### config.mk
export PLATFORM = sky130hd
export DESIGN_NAME = fwd_scoreboard
export DESIGN_NICKNAME = d
export VERILOG_FILES = /design/src/rtl/fwd_scoreboard_pkg.sv /design/src/rtl/fwd_scoreboard_src_select.sv /design/src/rtl/fwd_scoreboard.sv
export SDC_FILE = /design/constraint.sdc
export NUM_CORES = 1
export LEC_CHECK = 0
export BUFFER_PORTS_ARGS = -buffer_cell sky130_fd_sc_hd__buf_2
export CORE_UTILIZATION = 52
export CTS_BUF_LIST = sky130_fd_sc_hd__clkbuf_8
export DETAILED_ROUTE_END_ITERATION = 12
export PLACE_DENSITY_LB_ADDON = 0.1
export SLEW_MARGIN = 5
export SYNTH_ARGS = -nofsm -noshare
export SYNTH_HDL_FRONTEND = slang
export SYNTH_HIERARCHICAL = 1
export SYNTH_SLANG_ARGS = --single-unit
### constraint.sdc
create_clock -name clk -period 2.3 [get_ports clk]
set_clock_uncertainty 0.2 [all_clocks]
set_input_delay 0.46 -clock clk [delete_from_list [all_inputs] [get_ports clk]]
set_output_delay 0.46 -clock clk [all_outputs]
set_load 0.02 [all_outputs]
### src/rtl/fwd_scoreboard_pkg.sv
// -----------------------------------------------------------------------------
// fwd_scoreboard_pkg
// Shared definitions for the forwarding/hazard scoreboard:
//   - RV32I major opcode constants
//   - writeback kind enumeration (write_back_mux_selector)
//   - forwarding select encodings for the classic 3-deep pipeline
//   - fwd_slot_t: per-slot writeback tag (valid + writeback kind)
//   - use_mask_t and decode_use_mask(): which register sources an opcode reads
// -----------------------------------------------------------------------------
package fwd_scoreboard_pkg;

    localparam logic [6:0] OPCODE_LOAD   = 7'b0000011;
    localparam logic [6:0] OPCODE_OPIMM  = 7'b0010011;
    localparam logic [6:0] OPCODE_AUIPC  = 7'b0010111;
    localparam logic [6:0] OPCODE_STORE  = 7'b0100011;
    localparam logic [6:0] OPCODE_OP     = 7'b0110011;
    localparam logic [6:0] OPCODE_LUI    = 7'b0110111;
    localparam logic [6:0] OPCODE_BRANCH = 7'b1100011;
    localparam logic [6:0] OPCODE_JALR   = 7'b1100111;
    localparam logic [6:0] OPCODE_JAL    = 7'b1101111;

    typedef enum logic [1:0] {
        NO_WRITEBACK = 2'd0,
        ALU_RESULT   = 2'd1,
        MEM          = 2'd2,
        PC_PLUS_4    = 2'd3
    } write_back_mux_selector;

    // Select value k means "take the result held in slot k"; 0 is the register file.
    localparam int ORIGINAL_SELECT   = 0;
    localparam int EX_RESULT_SELECT  = 1;
    localparam int MEM_RESULT_SELECT = 2;

    // Register indices are kept beside this tag because their width is a
    // per-instance parameter.
    typedef struct packed {
        logic                   valid;
        write_back_mux_selector wb_mux;
    } fwd_slot_t;

    typedef struct packed {
        logic rs2;
        logic rs1;
    } use_mask_t;

    function automatic use_mask_t decode_use_mask(input logic [6:0] opcode);
        use_mask_t m;
        m = '{rs2: 1'b0, rs1: 1'b0};
        case (opcode)
            OPCODE_OP, OPCODE_STORE, OPCODE_BRANCH: m = '{rs2: 1'b1, rs1: 1'b1};
            OPCODE_OPIMM, OPCODE_LOAD, OPCODE_JALR: m = '{rs2: 1'b0, rs1: 1'b1};
            default:                                m = '{rs2: 1'b0, rs1: 1'b0};
        endcase
        return m;
    endfunction

endpackage

### src/rtl/fwd_scoreboard_src_select.sv
// -----------------------------------------------------------------------------
// fwd_src_select
// Priority match of one EX source register against the writers in slots
// 1..DEPTH-1. The lowest matching slot (the youngest writer) wins.
// Ports:
//   src_used_i  slot 0 is valid and actually reads this source
//   src_i       source register index
//   writer_i    per-slot writer flag, bit k-1 <-> slot k
//   rd_i        packed destination indices, slot k at [(k-1)*REG_ADDR_W +: REG_ADDR_W]
//   sel_o       0 = register file, k = slot k result
// -----------------------------------------------------------------------------
module fwd_src_select
    import fwd_scoreboard_pkg::*;
#(
    parameter int DEPTH      = 3,
    parameter int REG_ADDR_W = 5,
    parameter int FWD_W      = 2
) (
    input  logic                              src_used_i,
    input  logic [REG_ADDR_W-1:0]             src_i,
    input  logic [DEPTH-1:1]                  writer_i,
    input  logic [(DEPTH-1)*REG_ADDR_W-1:0]   rd_i,
    output logic [FWD_W-1:0]                  sel_o
);

    logic [DEPTH-1:1] match_s;

    // Per-slot hit: writer whose destination equals the source.
    always_comb begin
        match_s = '0;
        for (int k = 1; k < DEPTH; k++) begin
            match_s[k] = writer_i[k] && (rd_i[(k-1)*REG_ADDR_W +: REG_ADDR_W] == src_i);
        end
    end

    // Scan oldest to youngest so the youngest hit overwrites older ones.
    always_comb begin
        sel_o = FWD_W'(ORIGINAL_SELECT);
        for (int k = DEPTH - 1; k >= 1; k--) begin
            sel_o = match_s[k] ? FWD_W'(k) : sel_o;
        end
        sel_o = src_used_i ? sel_o : FWD_W'(ORIGINAL_SELECT);
    end

endmodule

### src/rtl/fwd_scoreboard.sv
// -----------------------------------------------------------------------------
// fwd_scoreboard
// Forwarding and load-use hazard unit. Tracks DEPTH in-flight writeback
// records (slot 0 = EX, 1 = MEM, 2 = WB, ...) in a shift register.
// Ports:
//   clk, reset                synchronous active-high reset
//   id_valid/opcode/wb_mux/rd/rs1/rs2   instruction currently in ID
//   pipe_freeze               hold everything (including counters)
//   ex_flush                  replace the instruction entering EX by a bubble
//   fa_sel, fb_sel            combinational operand selects for EX
//   load_use_stall            combinational IF/ID hold request
//   stall_cnt, fwd_cnt        saturating performance counters
// -----------------------------------------------------------------------------
module fwd_scoreboard
    import fwd_scoreboard_pkg::*;
#(
    parameter  int DEPTH      = 3,
    parameter  int REG_ADDR_W = 5,
    parameter  int CNT_W      = 32,
    localparam int FWD_W      = $clog2(DEPTH)
) (
    input  logic                   clk,
    input  logic                   reset,
    input  logic                   id_valid,
    input  logic [6:0]             id_opcode,
    input  write_back_mux_selector id_wb_mux,
    input  logic [REG_ADDR_W-1:0]  id_rd,
    input  logic [REG_ADDR_W-1:0]  id_rs1,
    input  logic [REG_ADDR_W-1:0]  id_rs2,
    input  logic                   pipe_freeze,
    input  logic                   ex_flush,
    output logic [FWD_W-1:0]       fa_sel,
    output logic [FWD_W-1:0]       fb_sel,
    output logic                   load_use_stall,
    output logic [CNT_W-1:0]       stall_cnt,
    output logic [CNT_W-1:0]       fwd_cnt
);

    fwd_slot_t             slot_q [DEPTH];
    fwd_slot_t             slot_d [DEPTH];
    logic [REG_ADDR_W-1:0] rd_q   [DEPTH];
    logic [REG_ADDR_W-1:0] rd_d   [DEPTH];

    // Source information is only ever consulted for the instruction in EX.
    use_mask_t             ex_use_q, ex_use_d;
    logic [REG_ADDR_W-1:0] ex_rs1_q, ex_rs1_d;
    logic [REG_ADDR_W-1:0] ex_rs2_q, ex_rs2_d;

    logic [CNT_W-1:0]      stall_cnt_q, stall_cnt_d;
    logic [CNT_W-1:0]      fwd_cnt_q, fwd_cnt_d;

    logic [DEPTH-1:0]                writer_s;
    logic [(DEPTH-1)*REG_ADDR_W-1:0] rd_pack_s;
    use_mask_t                       id_use_s;
    logic                            ld_hit_s;
    logic                            fwd_event_s;

    // Writer flags and packed destinations of the older slots.
    always_comb begin
        writer_s  = '0;
        rd_pack_s = '0;
        for (int k = 0; k < DEPTH; k++) begin
            writer_s[k] = slot_q[k].valid && (slot_q[k].wb_mux != NO_WRITEBACK) &&
                          (rd_q[k] != '0);
        end
        for (int k = 1; k < DEPTH; k++) begin
            rd_pack_s[(k-1)*REG_ADDR_W +: REG_ADDR_W] = rd_q[k];
        end
    end

    fwd_src_select #(
        .DEPTH      (DEPTH),
        .REG_ADDR_W (REG_ADDR_W),
        .FWD_W      (FWD_W)
    ) u_sel_a (
        .src_used_i (slot_q[0].valid && ex_use_q.rs1),
        .src_i      (ex_rs1_q),
        .writer_i   (writer_s[DEPTH-1:1]),
        .rd_i       (rd_pack_s),
        .sel_o      (fa_sel)
    );

    fwd_src_select #(
        .DEPTH      (DEPTH),
        .REG_ADDR_W (REG_ADDR_W),
        .FWD_W      (FWD_W)
    ) u_sel_b (
        .src_used_i (slot_q[0].valid && ex_use_q.rs2),
        .src_i      (ex_rs2_q),
        .writer_i   (writer_s[DEPTH-1:1]),
        .rd_i       (rd_pack_s),
        .sel_o      (fb_sel)
    );

    // A load in EX cannot forward to ID's consumer in time; freeze and flush
    // both already keep the consumer out of EX, so they mask the request.
    always_comb begin
        id_use_s = decode_use_mask(id_opcode);
        ld_hit_s = writer_s[0] && (slot_q[0].wb_mux == MEM) &&
                   ((id_use_s.rs1 && (rd_q[0] == id_rs1)) ||
                    (id_use_s.rs2 && (rd_q[0] == id_rs2)));
        load_use_stall = id_valid && ld_hit_s && !pipe_freeze && !ex_flush;
        fwd_event_s    = !pipe_freeze && slot_q[0].valid &&
                         ((fa_sel != '0) || (fb_sel != '0));
    end

    // Slot shift / capture next state.
    always_comb begin
        slot_d   = slot_q;
        rd_d     = rd_q;
        ex_use_d = ex_use_q;
        ex_rs1_d = ex_rs1_q;
        ex_rs2_d = ex_rs2_q;
        if (pipe_freeze) begin
            slot_d   = slot_q;
            rd_d     = rd_q;
        end else begin
            for (int k = 1; k < DEPTH; k++) begin
                slot_d[k] = slot_q[k-1];
                rd_d[k]   = rd_q[k-1];
            end
            if (ex_flush || load_use_stall) begin
                slot_d[0] = '{valid: 1'b0, wb_mux: NO_WRITEBACK};
                rd_d[0]   = '0;
                ex_use_d  = '{rs2: 1'b0, rs1: 1'b0};
                ex_rs1_d  = '0;
                ex_rs2_d  = '0;
            end else begin
                slot_d[0] = '{valid: id_valid, wb_mux: id_wb_mux};
                rd_d[0]   = id_rd;
                ex_use_d  = id_use_s;
                ex_rs1_d  = id_rs1;
                ex_rs2_d  = id_rs2;
            end
        end
    end

    // Saturating counter next state.
    always_comb begin
        stall_cnt_d = stall_cnt_q;
        fwd_cnt_d   = fwd_cnt_q;
        if (load_use_stall && (stall_cnt_q != '1)) begin
            stall_cnt_d = stall_cnt_q + CNT_W'(1);
        end else begin
            stall_cnt_d = stall_cnt_q;
        end
        if (fwd_event_s && (fwd_cnt_q != '1)) begin
            fwd_cnt_d = fwd_cnt_q + CNT_W'(1);
        end else begin
            fwd_cnt_d = fwd_cnt_q;
        end
    end

    // State registers with synchronous reset.
    always_ff @(posedge clk) begin
        if (reset) begin
            for (int k = 0; k < DEPTH; k++) begin
                slot_q[k] <= '{valid: 1'b0, wb_mux: NO_WRITEBACK};
                rd_q[k]   <= '0;
            end
            ex_use_q    <= '{rs2: 1'b0, rs1: 1'b0};
            ex_rs1_q    <= '0;
            ex_rs2_q    <= '0;
            stall_cnt_q <= '0;
            fwd_cnt_q   <= '0;
        end else begin
            slot_q      <= slot_d;
            rd_q        <= rd_d;
            ex_use_q    <= ex_use_d;
            ex_rs1_q    <= ex_rs1_d;
            ex_rs2_q    <= ex_rs2_d;
            stall_cnt_q <= stall_cnt_d;
            fwd_cnt_q   <= fwd_cnt_d;
        end
    end

    assign stall_cnt = stall_cnt_q;
    assign fwd_cnt   = fwd_cnt_q;

endmodule

; ---- Word-level counts from Yosys, hierarchy flattened
; Index checks and enable logic that the tools add are counted.
[word_totals]
register_bits = 100
word_cells = 82
input_bits = 29
[classes]
eq_ne = 15
reduce_logical = 38
n_addsub = 2
n_mux = 12
[ops]
columns = op, count
row1 = adder 32 x 1 -> 32 bit (second input constant), 2
row2 = inequality test 32 bit (second input constant), 2
row3 = == test 5 bit, 6
row4 = logical AND 1 bit, 23
row5 = 2-to-1 mux 5 bit, 3
row6 = nonzero test 5 bit, 3
row7 = == test 7 x 6 -> 1 bit (second input constant), 2
row8 = == test 7 bit (second input constant), 2
row9 = 2-to-1 mux 2 bit, 7
row10 = nonzero test 2 bit, 5
row11 = == test 7 x 2 -> 1 bit (second input constant), 1
row12 = == test 7 x 5 -> 1 bit (second input constant), 1
row13 = OR reduction 3 bit, 2
row14 = one-hot mux 2 bit (2 select lines), 1
row15 = logical OR 1 bit, 3
row16 = 2-to-1 mux 3 bit, 1
row17 = == test 2 bit (second input constant), 1
row18 = zero test 1 bit, 2

; ---- Longest topological paths before layout
; Gate-level depths: netlist of the first run.
[depth]
depth_word = 11
mapped_depth = 11
mapped_depth_nobuf = 11

; ---- By module
; Netlist of the first run, hierarchy kept.
[by_module_without_submodules]
columns = module, n_inst, area_each_um2, seq_area_each_um2, cells_each
row1 = fwd_scoreboard, 1, 4784.6, 2001.9, 552
row2 = fwd_src_select, 2, 126.4, 0.0, 16

; ---- Worst setup path after synthesis of the first run
; Ideal clock, no wire load.
[synth_path]
path_kind = reg-to-reg
startpoint = register rd_q, in the netlist rd_pack_s[4]
endpoint = register fwd_cnt_q[30] (netlist: fwd_cnt[30])
setup_ns = 0.128
arrival_time_ns = 2.473
setup_slack_ns = -0.500
period_less_slack_ns = 2.800
n_path_buf = 0
stages_incl_launch_ff = 12
cell_sequence = dfxtp_1 -> nor3_1 -> a21oi_1 -> nand4_1 -> nor3_2 -> nor3_1 -> or4_1 -> nand4_1 -> a2111oi_2 -> nand4_1 -> xnor2_1 -> nor2_1
[synth_via]
elab_chain_cells = 9
[synth_rtl]
columns = element, line
row1 = from (decl), fwd_scoreboard.sv:41  ; logic [REG_ADDR_W-1:0] rd_q [DEPTH];
row2 = from (signal assigned), fwd_scoreboard.sv:168  ; rd_q <= rd_d;
row3 = nonzero test 5 bit, fwd_scoreboard.sv:64  ; (rd_q[k] != '0);
row4 = logical AND 1 bit, fwd_scoreboard.sv:63  ; writer_s[k] = slot_q[k].valid && (slot_q[k].wb_mux != NO_WRITEBACK) &&
row5 = via writer_s[1], fwd_scoreboard.sv:52  ; logic [DEPTH-1:0] writer_s;
row6 = logical AND 1 bit, fwd_scoreboard_src_select.sv:32  ; match_s[k] = writer_i[k] && (rd_i[(k-1)*REG_ADDR_W +: REG_ADDR_W] == src_i);
row7 = 2-to-1 mux 2 bit, fwd_scoreboard_src_select.sv:40  ; sel_o = match_s[k] ? FWD_W'(k) : sel_o;
row8 = 2-to-1 mux 2 bit, fwd_scoreboard_src_select.sv:42  ; sel_o = src_used_i ? sel_o : FWD_W'(ORIGINAL_SELECT);
row9 = via fa_sel[1], fwd_scoreboard.sv:32  ; output logic [FWD_W-1:0] fa_sel,
row10 = nonzero test 2 bit, fwd_scoreboard.sv:104  ; ((fa_sel != '0) || (fb_sel != '0));
row11 = logical OR 1 bit, fwd_scoreboard.sv:104
row12 = logical AND 1 bit, fwd_scoreboard.sv:103  ; fwd_event_s = !pipe_freeze && slot_q[0].valid &&
row13 = logical AND 1 bit, fwd_scoreboard.sv:147  ; if (fwd_event_s && (fwd_cnt_q != '1)) begin
row14 = to (signal assigned), fwd_scoreboard.sv:173  ; fwd_cnt_q <= fwd_cnt_d;
row15 = to (decl), fwd_scoreboard.sv:50  ; logic [CNT_W-1:0] fwd_cnt_q, fwd_cnt_d;
; The timed path passes the listed nets, and every way through them passes these cells.
; A chain may end at the register's enable or synchronous reset.

; ---- Final worst setup path of the first run
[layout_path]
startpoint = register rd_q, in the netlist rd_pack_s[0]
endpoint = register fwd_cnt_q[13] (netlist: fwd_cnt[13])
[layout_via]
elab_chain_cells = 9
[layout_rtl]
columns = element, line
row1 = nonzero test 5 bit *, fwd_scoreboard.sv:64
row2 = logical AND 1 bit *, fwd_scoreboard.sv:63
row3 = via writer_s[1], fwd_scoreboard.sv:52
row4 = logical AND 1 bit, fwd_scoreboard_src_select.sv:32
row5 = 2-to-1 mux 2 bit, fwd_scoreboard_src_select.sv:40
row6 = 2-to-1 mux 2 bit, fwd_scoreboard_src_select.sv:42
row7 = nonzero test 2 bit, fwd_scoreboard.sv:104
row8 = logical OR 1 bit *, fwd_scoreboard.sv:104
row9 = logical AND 1 bit *, fwd_scoreboard.sv:103
row10 = logical AND 1 bit *, fwd_scoreboard.sv:147
; The timed path passes the listed nets; every way through them passes the cells marked *.

==> results of run 1 <==
==> per-layer routing <==
metal,wire length (um),vias to the layer above,track usage [%]
met5,0,-,0
met4,354,0,7.13
met3,1010,41,5.01
met2,8510,241,54.5
met1,6680,2673,38.5
li1,-,2531,-
==> cells by family (layout without fill, tap and decap cells) <==
group / after synthesis / in the layout / share of synthesized area, %
muxes: 24 / 24 / 4.97
and+or+nand+nor: 274 / 274 / 29.2
buffers and inverters: 38 / 236 / 3.25
DFF: 100 / 100 / 39.7
AOI/OAI and AO/OA: 89 / 89 / 12.4
xor gates and xnor gates: 57 / 57 / 9.91
adders and majority gates: 2 / 2 / 0.497
==> cell usage in the layout, fill, tap and decap left out, types with 7 or more instances in the layout <==
cell type	instances
buf_12	10
or4_1	11
nand3_1	27
dfxtp_4	8
clkbuf_8	10
mux2i_1	16
o31ai_1	11
mux2_4	7
nor3_4	8
dfxtp_1	75
inv_1	7
nor2b_1	9
nand2_1	22
nor2_1	82
buf_2	91
dfxtp_2	17
or4_4	10
a32oi_1	19
nand4_1	30
and3_1	14
buf_4	91
a21oi_1	26
xnor2_1	18
buf_6	16
xor2_1	33
==> how the worst max path moves through the flow <==
stage	startpoint	to
3_3_place_gp	slot_q[5]	fwd_cnt[10]
4_1_cts	rd_pack_s[3]	fwd_cnt[30]
5_1_grt	rd_pack_s[0]	fwd_cnt[30]
2_1_floorplan	rd_pack_s[2]	fwd_cnt[16]
3_5_place_dp	slot_q[5]	fwd_cnt[14]
6_report	rd_pack_s[0]	fwd_cnt[13]
==> through the flow <==
step	setup WS (ps)	hold slack, ps	std cells	cell area, um2	util (%)
4_1_cts	-365	148	895	7010	75.2
6_report	-424	154	911	7470	80.1
5_1_grt	-528	155	911	7470	80.1
3_5_place_dp	-438	275	861	6300	67.5
2_1_floorplan	-194	242	584	5130	-
3_3_place_gp	-264	270	861	6300	67.5
==> synth_stat cells (5+ instances only) <==
master and number:
nor2_1 86, nor3_1 12, buf_2 5, and3_1 14, nor2b_1 10, xor2_1 33
mux2_2 8, or3_1 7, dfxtp_1 100, nand3_1 31, o21ai_0 13, and4_1 6
inv_1 8, mux2i_1 16, o31ai_1 19, nor4_1 8, and2_1 8, nand4_1 30
nand2_1 26, or4_1 21, xnor2_1 24, a32oi_1 19, clkbuf_1 20, a21oi_1 30
==> flip-flops by register name, indices dropped and copies added (netlist names) <==
name / count
fwd_cnt: 32
ex_rs1_q: 5
stall_cnt: 32
ex_rs2_q: 5
rd_q: 5
rd_pack_s: 10
ex_use_q: 2
slot_q: 9
==> worst register-to-register path, stage by stage, from the launching register on <==
cell and delay [ps]:
dfxtp_4 390, nor3_2 60, a21oi_2 170, nand4_1 180, nor3_4 250, buf_6 130, nor3_4 30, or4_4 450
buf_4 160, nand2_4 100, nor3_4 60, buf_6 130, nand4_1 90, xor2_1 170, nor2_1 70
==> layout make-up <==
type / count / area (um2) / share of cell area [%]
Multi-Input combinational cell: 446 / 3400 / 45.5
Tap cell: 129 / 161 / 2.16
Sequential cell: 100 / 2050 / 27.5
Clock inverter: 5 / 37.5 / 0.502
Timing Repair Buffer: 213 / 1650 / 22.1
Inverter: 8 / 35.0 / 0.469
Clock buffer: 10 / 138 / 1.84
==> timing repair <==
action | 4_1_cts | 5_1_grt
endpoints found under the setup margin | 66 | 70
resized for setup | 73 | 83
pin swaps | 55 | 59
gates cloned | 4 | 2
buffers inserted | 17 | 16
hold endpoints to repair | 0 | 0
==> power by group through the flow <==
stage	Sequential, mW	Clock, mW	Combinational (mW)
after CTS	1.76	1.08	0.205
after floorplan	1.80	0	0.111
final	1.76	1.07	0.222
after global routing	1.76	1.14	0.238
after global placement	1.80	0	0.193
after detailed placement	1.80	0	0.198
==> results.md, run 1 <==
- The worst path arrival time is 2790 ps.
- The share of synthesized flip-flops with an asynchronous set or reset is 0%.
- The endpoint identified for the worst register-to-register timing path is fwd_cnt[13].
- The synthesized design contains 0 enable-type register cells.
- The weighted congestion at the end of routability-driven global placement is 0.922.
- The hold path startpoint is id_rd[0].
- The total clock sinks is 100.
- The final net count is 809.
- Summed over all cells, the static leakage comes to 3.14 nW.
- The register-to-register setup slack is -420 ps.
- The number of buffers added by the clock tree synthesis step is 9.
- The minimum setup slack in the final design is -424 ps.
- The smallest clock period supported by the final layout is computed as 2720 ps.
- Setup repair after global routing could not meet its margin everywhere.
- The kind of launch point of the worst setup path is a flip-flop.
- The number of max-slew violations in the final report is 0.
- The final routed wirelength across all metal layers is 16600 um.
- The checks that failed: negative setup slack.
- Summed over all layers, the global routing overflow is 0.
- The initial standard-cell utilization of the core is 54.0%.
- For this run, the slowest stage of the critical path takes 450 ps.
- The area growth from synthesis to layout is 48.4%.
- Port buffering added 97 buffers.
- The via count of the first global-routing pass is 5110.
- The setup path with the least slack is of type flip-flop to flip-flop.
- The number of I/O pins is 98.
- The pin count of the biggest net entering global routing is 63.
- Cell internal power was estimated by the tool at 2.26 mW.
- For the worst setup path, the data required time is 2360 ps.
- The clock passes through at most 2 buffers.
- Summed over all nets, the switching power comes to 786 uW.
- The detailed-route DRC error count is 0.
- The number of cells on the worst hold path is 3.
- The floorplan has 35 rows.
- After clock tree synthesis, the clock-pin slew on the worst setup and hold paths is 110 ps.
- Dividing the detail-routed wire length by the instance count gives 18.2 um.
- The first-pass GRT wire length is 24700 um.
- The average footprint of a synthesized cell is 8.63 um2.
- In this run, post-CTS hold repair placed 0 buffers.
- The synthesized netlist occupies a cell area of 5040 um2.
- The cell count after synthesis is 584.
- The first TritonRoute pass finished after 4 iterations.
- Walking the worst path, the cells encountered are nor3_2 -> a21oi_2 -> nand4_1 -> nor3_4 -> buf_6 -> nor3_4 -> or4_4 -> buf_4 -> nand2_4 -> nor3_4 -> buf_6 -> nand4_1 -> xor2_1 -> nor2_1.
- Sequential cells burn 57.7% of the power.
- The fraction of power spent switching nets is 25.8%.
- The total count of hold-check failures in the final report came to 0.
- The H-tree was split into 3 levels.
- The logic depth of the worst path, buffers included is 14.
- The relative contribution of combinational cells to total power is 7.3%.
- In this run the tightest slew margin relative to its limit is 49.2%.
- Sorting the synthesized cells by area gives the leading types as dfxtp_1 (40%), nor2_1 (6.4%), xor2_1 (5.7%), xnor2_1 (4.2%), nand4_1 (3.7%).
- TritonCTS built the clock tree.
- The tool flagged a number of max-cap violations equal to 0.
- The setup violation total in the final timing report is 66.
- The source of the worst register-to-register timing path is rd_pack_s[0].
- After synthesis, the largest area contributor takes up 39.7% of total cell area.
- The cell seen most often among critical-path stages is nor3_4.
- In this run the remaining antenna-violating nets after routing total 0.
- In this run, synthesis produced a sequential element count of 100.
- The ratio of routed vias to standard cells is 6.02.
- The count of unique library cells instantiated by Yosys is 47.
- The endpoint kind of the worst setup timing path is a flip-flop.
- The final total negative setup slack is -14560 ps.
- The flow ran to the end, but the final reports show violations.
- The number of DRC violations after detailed-routing iteration 0 is 371.
- Detailed placement ended at an HPWL of 9820 um.
- The achievable clock frequency is 367 MHz.
- In this run, the clock network consumes 35.0% of the power.
- The share of the Yosys chip area taken by registers is 39.7%.
- The power after layout is 3.05 mW.
- The repair_antennas step left the layout with diodes totalling 0.
- The critical path buffer and inverter count is 3.
- The biggest area consumer among synthesized cells is dfxtp_1.
- The number of antenna violations at the first check in global routing is 0.
- The path type of the worst min-delay path is primary input to flip-flop.
- Clock tree synthesis selected as its root buffer the cell clkbuf_8.
- For the worst-skew pair, the clock arrives at the later sink with an insertion delay of 370 ps.
- In this run the worst path has a maximum fanout of 4.
- The total routing resource utilization after global routing is 30.6%.
- The worst path uses 118% of the clock period.
- The slew of the pin with the lowest slew margin is 761 ps.
- The Yosys step of the flow raised 6 warnings.
- The floorplan die width is 100 um.
- The number of cells on the worst reg-to-reg path is 14.
- The cell class contributing the biggest share of worst-path delay is simple AND/OR/NAND/NOR gates.
- The filler cells instantiated in the layout total 600.
- The path with the worst hold slack has its endpoint at rd_q[10].
- The net count after synthesis is 615.
- The height of the die is 100 um.
- Power spread over the standard cell area amounts to 408 nW/um2.
- The floorplan die area is 10100 um2.
- The fraction of layout instances using a drive strength above 1 is 43.0%.
- The peak supply drop is 0.411 mV.
- The main flop type after synthesis is dfxtp_1.
- The slowest cell on the critical path is or4_4.
- The placeable core region is 9330 um2.
- The total via count after detailed routing is 5486.
Note: power is estimated with default switching activity, not from simulation.
==> run 2: changes to the inputs <==
--- a/config.mk
+++ b/config.mk
@@ -11,3 +11,3 @@
 export DETAILED_ROUTE_END_ITERATION = 12
-export PLACE_DENSITY_LB_ADDON = 0.1
+export PLACE_DENSITY = 0.79
 export SLEW_MARGIN = 5
==> constraint.sdc (replaced) <==
create_clock -name clk -period 2.3 [get_ports clk]
set_clock_uncertainty 0.2 [all_clocks]
set_input_delay 0.23 -clock clk [delete_from_list [all_inputs] [get_ports clk]]
set_output_delay 0.23 -clock clk [all_outputs]
set_load 0.02 [all_outputs]
==> run 2 against run 1 <==
The flow still finishes with violations (negative setup slack). Critical endpoint is now fwd_cnt[30]. Global-route usage is 1.2 points lower. Critical path type unchanged. Largest cell class unchanged. Critical path depth is 2 lower. Final area is 0.89% lower. Count of clock-buffer cells in the layout is 1 lower. Routed wire length is 4.2% lower.
==> results.md, run 2 (same netlist as run 1, synthesis figures left out) <==
- The run finished, with violations left.
- The checks that failed: negative setup slack.
- The total via count after detailed routing is 5460 (-0.47%).
- The total placed instance area is 6190 um2 (-1.7%).
- In this run the worst setup path terminates at fwd_cnt[30].
- The clock tree buffer depth is 2 (unchanged).
- The power after layout is 3.25 mW (+6.7%).
- The worst flop-to-flop path endpoint is fwd_cnt[30].
- The endpoint kind of the worst setup timing path is a flip-flop.
- The number of I/O pins is 98 (unchanged).
- The source of the worst register-to-register timing path is rd_pack_s[1].
- The final worst-path cycle share came to 118% (-0.76 points).
- The most common library cell in the layout ignoring fill and taps is buf_2.
- TritonCTS built the clock tree.
- The critical path buffer and inverter count is 2 (-1).
- The weighted congestion at the end of routability-driven global placement was 0.911 (-1.2%).
- The total inserted antenna cells is 0 (unchanged).
- The final net count came to 815 (+0.74%).
- The number of max-slew violations in the final report is 0 (unchanged).
- The slew of the pin with the lowest slew margin came to 1280 ps (+524 ps).
- The relative contribution of combinational cells to total power was 7.6% (+0.3 points).
- The count of port buffers added during placement came to 97 (unchanged).
- The achievable clock frequency came to 369 MHz (+0.65%).
- Setup repair after global routing could not meet its margin everywhere.
- The total clock sinks was 100 (unchanged).
- The floorplan die area came to 10100 um2 (unchanged).
- The detailed-route DRC error count is 0 (unchanged).
- The pin count of the biggest net entering global routing is 45 (-29%).
- The number of buffers added by the clock tree synthesis step is 9 (unchanged).
- On the critical path the largest part of the delay comes from simple AND/OR/NAND/NOR gates.
- The fraction of layout instances using a drive strength above 1 is 40.0% (-3.0 points).
- The clock-pin slew of the registers on the worst-case setup and hold paths is 100 ps (about the same).
- The half-perimeter wire length after placement was 9630 um (-1.9%).
- In this design, the critical path's most frequently occurring cell is nand4_1.
- The number of cells on the worst reg-to-reg path came to 12 (-2).
- The power density over cell area is 439 nW/um2 (+7.6%).
- The leftover overflow at the end of global routing was 0 (unchanged).
- The area growth from synthesis to layout is 47.0%.
- The final routed wirelength across all metal layers came to 15900 um (-4.2%).
- The worst path arrival time is 2760 ps (-30 ps).
- The pre-CTS setup slack is -400 ps (+37.6 ps).
- The final total negative setup slack is -11440 ps (+3120 ps).
- The floorplan die width was 100 um (unchanged).
- The total count of hold-check failures in the final report is 0 (unchanged).
- The power share of the sequential group came to 54.2% (-3.5 points).
- The total routing resource utilization after global routing came to 29.4% (-1.2 points).
- The peak supply drop was 0.295 mV (-28%).
- The internal portion of total power is 2.47 mW (+9.2%).
- The slowest cell on the critical path is dfxtp_4.
- The type of the worst setup path is flip-flop to flip-flop.
- The worst max-slew margin expressed relative to the limit is 14.1% (-35 points).
- The path class of the tightest hold or removal check is primary input to flip-flop.
- The library cells used most frequently in the layout, excluding fill and tap cells, are buf_2 (93), buf_4 (85), dfxtp_1 (83).
- The worst-skew pair later-pin latency is 360 ps (about the same).
- The post-route cell area is 7410 um2 (-0.89%).
- The ratio of routed vias to standard cells was 5.95 (-1.1%).
- The via count of the first global-routing pass was 5129 (+0.37%).
- The critical path starts at rd_pack_s[1].
- The logic depth of the worst path, buffers included was 12 (-2).
- The minimum setup slack in the final design is -407 ps (+17.5 ps).
- The number of routed nets with antenna violations is 0 (unchanged).
- The initial standard-cell utilization of the core came to 54.0% (unchanged).
- The required time of the critical path was 2350 ps (about the same).
- The number of DRC violations after detailed-routing iteration 0 is 432 (+16%).
- The maximum fanout encountered on the critical timing path was 5 (+1).
- The portion of total power attributed to the clock network came to 38.2% (+3.2 points).
- The worst slack on hold paths is 76.6 ps (-77.1 ps).
- The highest cell delay on the worst timing path is 380 ps (-70 ps).
- The layout filler cell count came to 613 (+2.2%).
- The cell sitting at the root of the clock tree is a clkbuf_8.
- The reported max-cap violation count came to 0 (unchanged).
- The reported leakage power came to 3.14 nW (about the same).
- The kind of launch point of the worst setup path is a flip-flop.
- The number of antenna violations at the first check in global routing came to 0 (unchanged).
- The minimum clock period after layout came to 2710 ps (-17.5 ps).
- The count of standard-cell rows came to 35 (unchanged).
- The final routed wire length divided by cell count is 17.3 um (-4.9%).
- The depth of the CTS H-tree was 3 (unchanged).
- The setup violation total in the final timing report was 52 (-21%).
- The fraction of power spent switching nets is 24.0% (-1.8 points).
- The net switching power of the design was 781 uW (-0.71%).
- The iteration count of the initial detailed-routing pass is 5 (+1).
- The height of the die came to 100 um (unchanged).
- The first-pass GRT wire length is 23900 um (-3.2%).
- The signal on the critical path passes through buf_6 -> xnor2_2 -> nand4_1 -> nor3_4 -> and2_4 -> or4_4 -> nand4_1 -> buf_6 -> a2111oi_4 -> nand4_1 -> xnor2_1 -> nor2_1.
- The register-to-register setup slack is -410 ps (+20 ps).
- The placeable core region came to 9330 um2 (unchanged).
[run 2: changes by cell type in the layout (fill, tap and decap cells not counted), moves of 5 or more]
| cell | delta |
|---|---|
| dfxtp_2 | -5 |
| dlygate4sd3_1 | +18 |
| o31ai_1 | +8 |
| a21oi_1 | -6 |
| dfxtp_1 | +8 |
| buf_12 | -5 |
| buf_4 | -6 |
| a21oi_2 | +6 |
[run 2: worst register-to-register path: stages, from the launching register on]
cell       delay, ps
dfxtp_4          380
buf_6            120
xnor2_2          120
nand4_1          180
nor3_4           240
and2_4           190
or4_4            120
nand4_1          140
buf_6            180
a2111oi_4        330
nand4_1          170
xnor2_1          180
nor2_1            50
[run 2: layer usage]
metal	vias up	track usage (%)	routed length, um
li1	2538	-	-
met1	2664	35.6	6450
met2	214	52.6	8070
met3	44	4.25	869
met4	0	11.0	471
met5	-	0	0
[run 2: power groups by stage]
stage	clock [mW]	combinational, mW	sequential [mW]
after global routing	1.33	0.263	1.77
final	1.24	0.247	1.76
after CTS	1.25	0.231	1.76
after global placement	0	0.185	1.80
after floorplan	0	0.111	1.80
after detailed placement	0	0.193	1.81
[run 2: through the flow]
| step | util (%) | std cells |
|---|---|---|
| floorplan | - | 584 |
| global placement | 66.4 | 853 |
| detailed placement | 66.4 | 853 |
| CTS | 75.0 | 900 |
| global route | 79.4 | 917 |
| finish | 79.4 | 917 |
[run 2: how the worst min path moves through the flow]
| stage | from | end | slack (ps) | cells after the start |
|---|---|---|---|---|
| floorplan | id_wb_mux[0] | slot_q[6] | 200 | 2 |
| global placement | ex_use_q[1] | ex_use_q[1] | 260 | 2 |
| detailed placement | ex_use_q[1] | ex_use_q[1] | 270 | 2 |
| CTS | reset | fwd_cnt[23] | 50 | 2 |
| global route | reset | fwd_cnt[23] | 90 | 2 |
| finish | reset | fwd_cnt[23] | 80 | 2 |
[run 2: final cells by class]
| class | instances | area (um2) | area share, % |
|---|---|---|---|
| clock buffers | 9 | 124 | 1.67 |
| flip-flops and latches | 100 | 2040 | 27.5 |
| repair buffers | 218 | 1650 | 22.2 |
| inverters | 8 | 32.5 | 0.439 |
| multi-input cells | 447 | 3320 | 44.8 |
| clock inverters | 6 | 87.6 | 1.18 |
| well taps | 129 | 161 | 2.18 |
[run 2: repair_timing]
action,4_1_cts,5_1_grt
endpoints found under the hold margin,18,0
cloned,2,4
hold buffers,18,0
gates resized for setup,67,53
buffers inserted,12,13
pin swaps,37,41
setup endpoints to repair,56,64
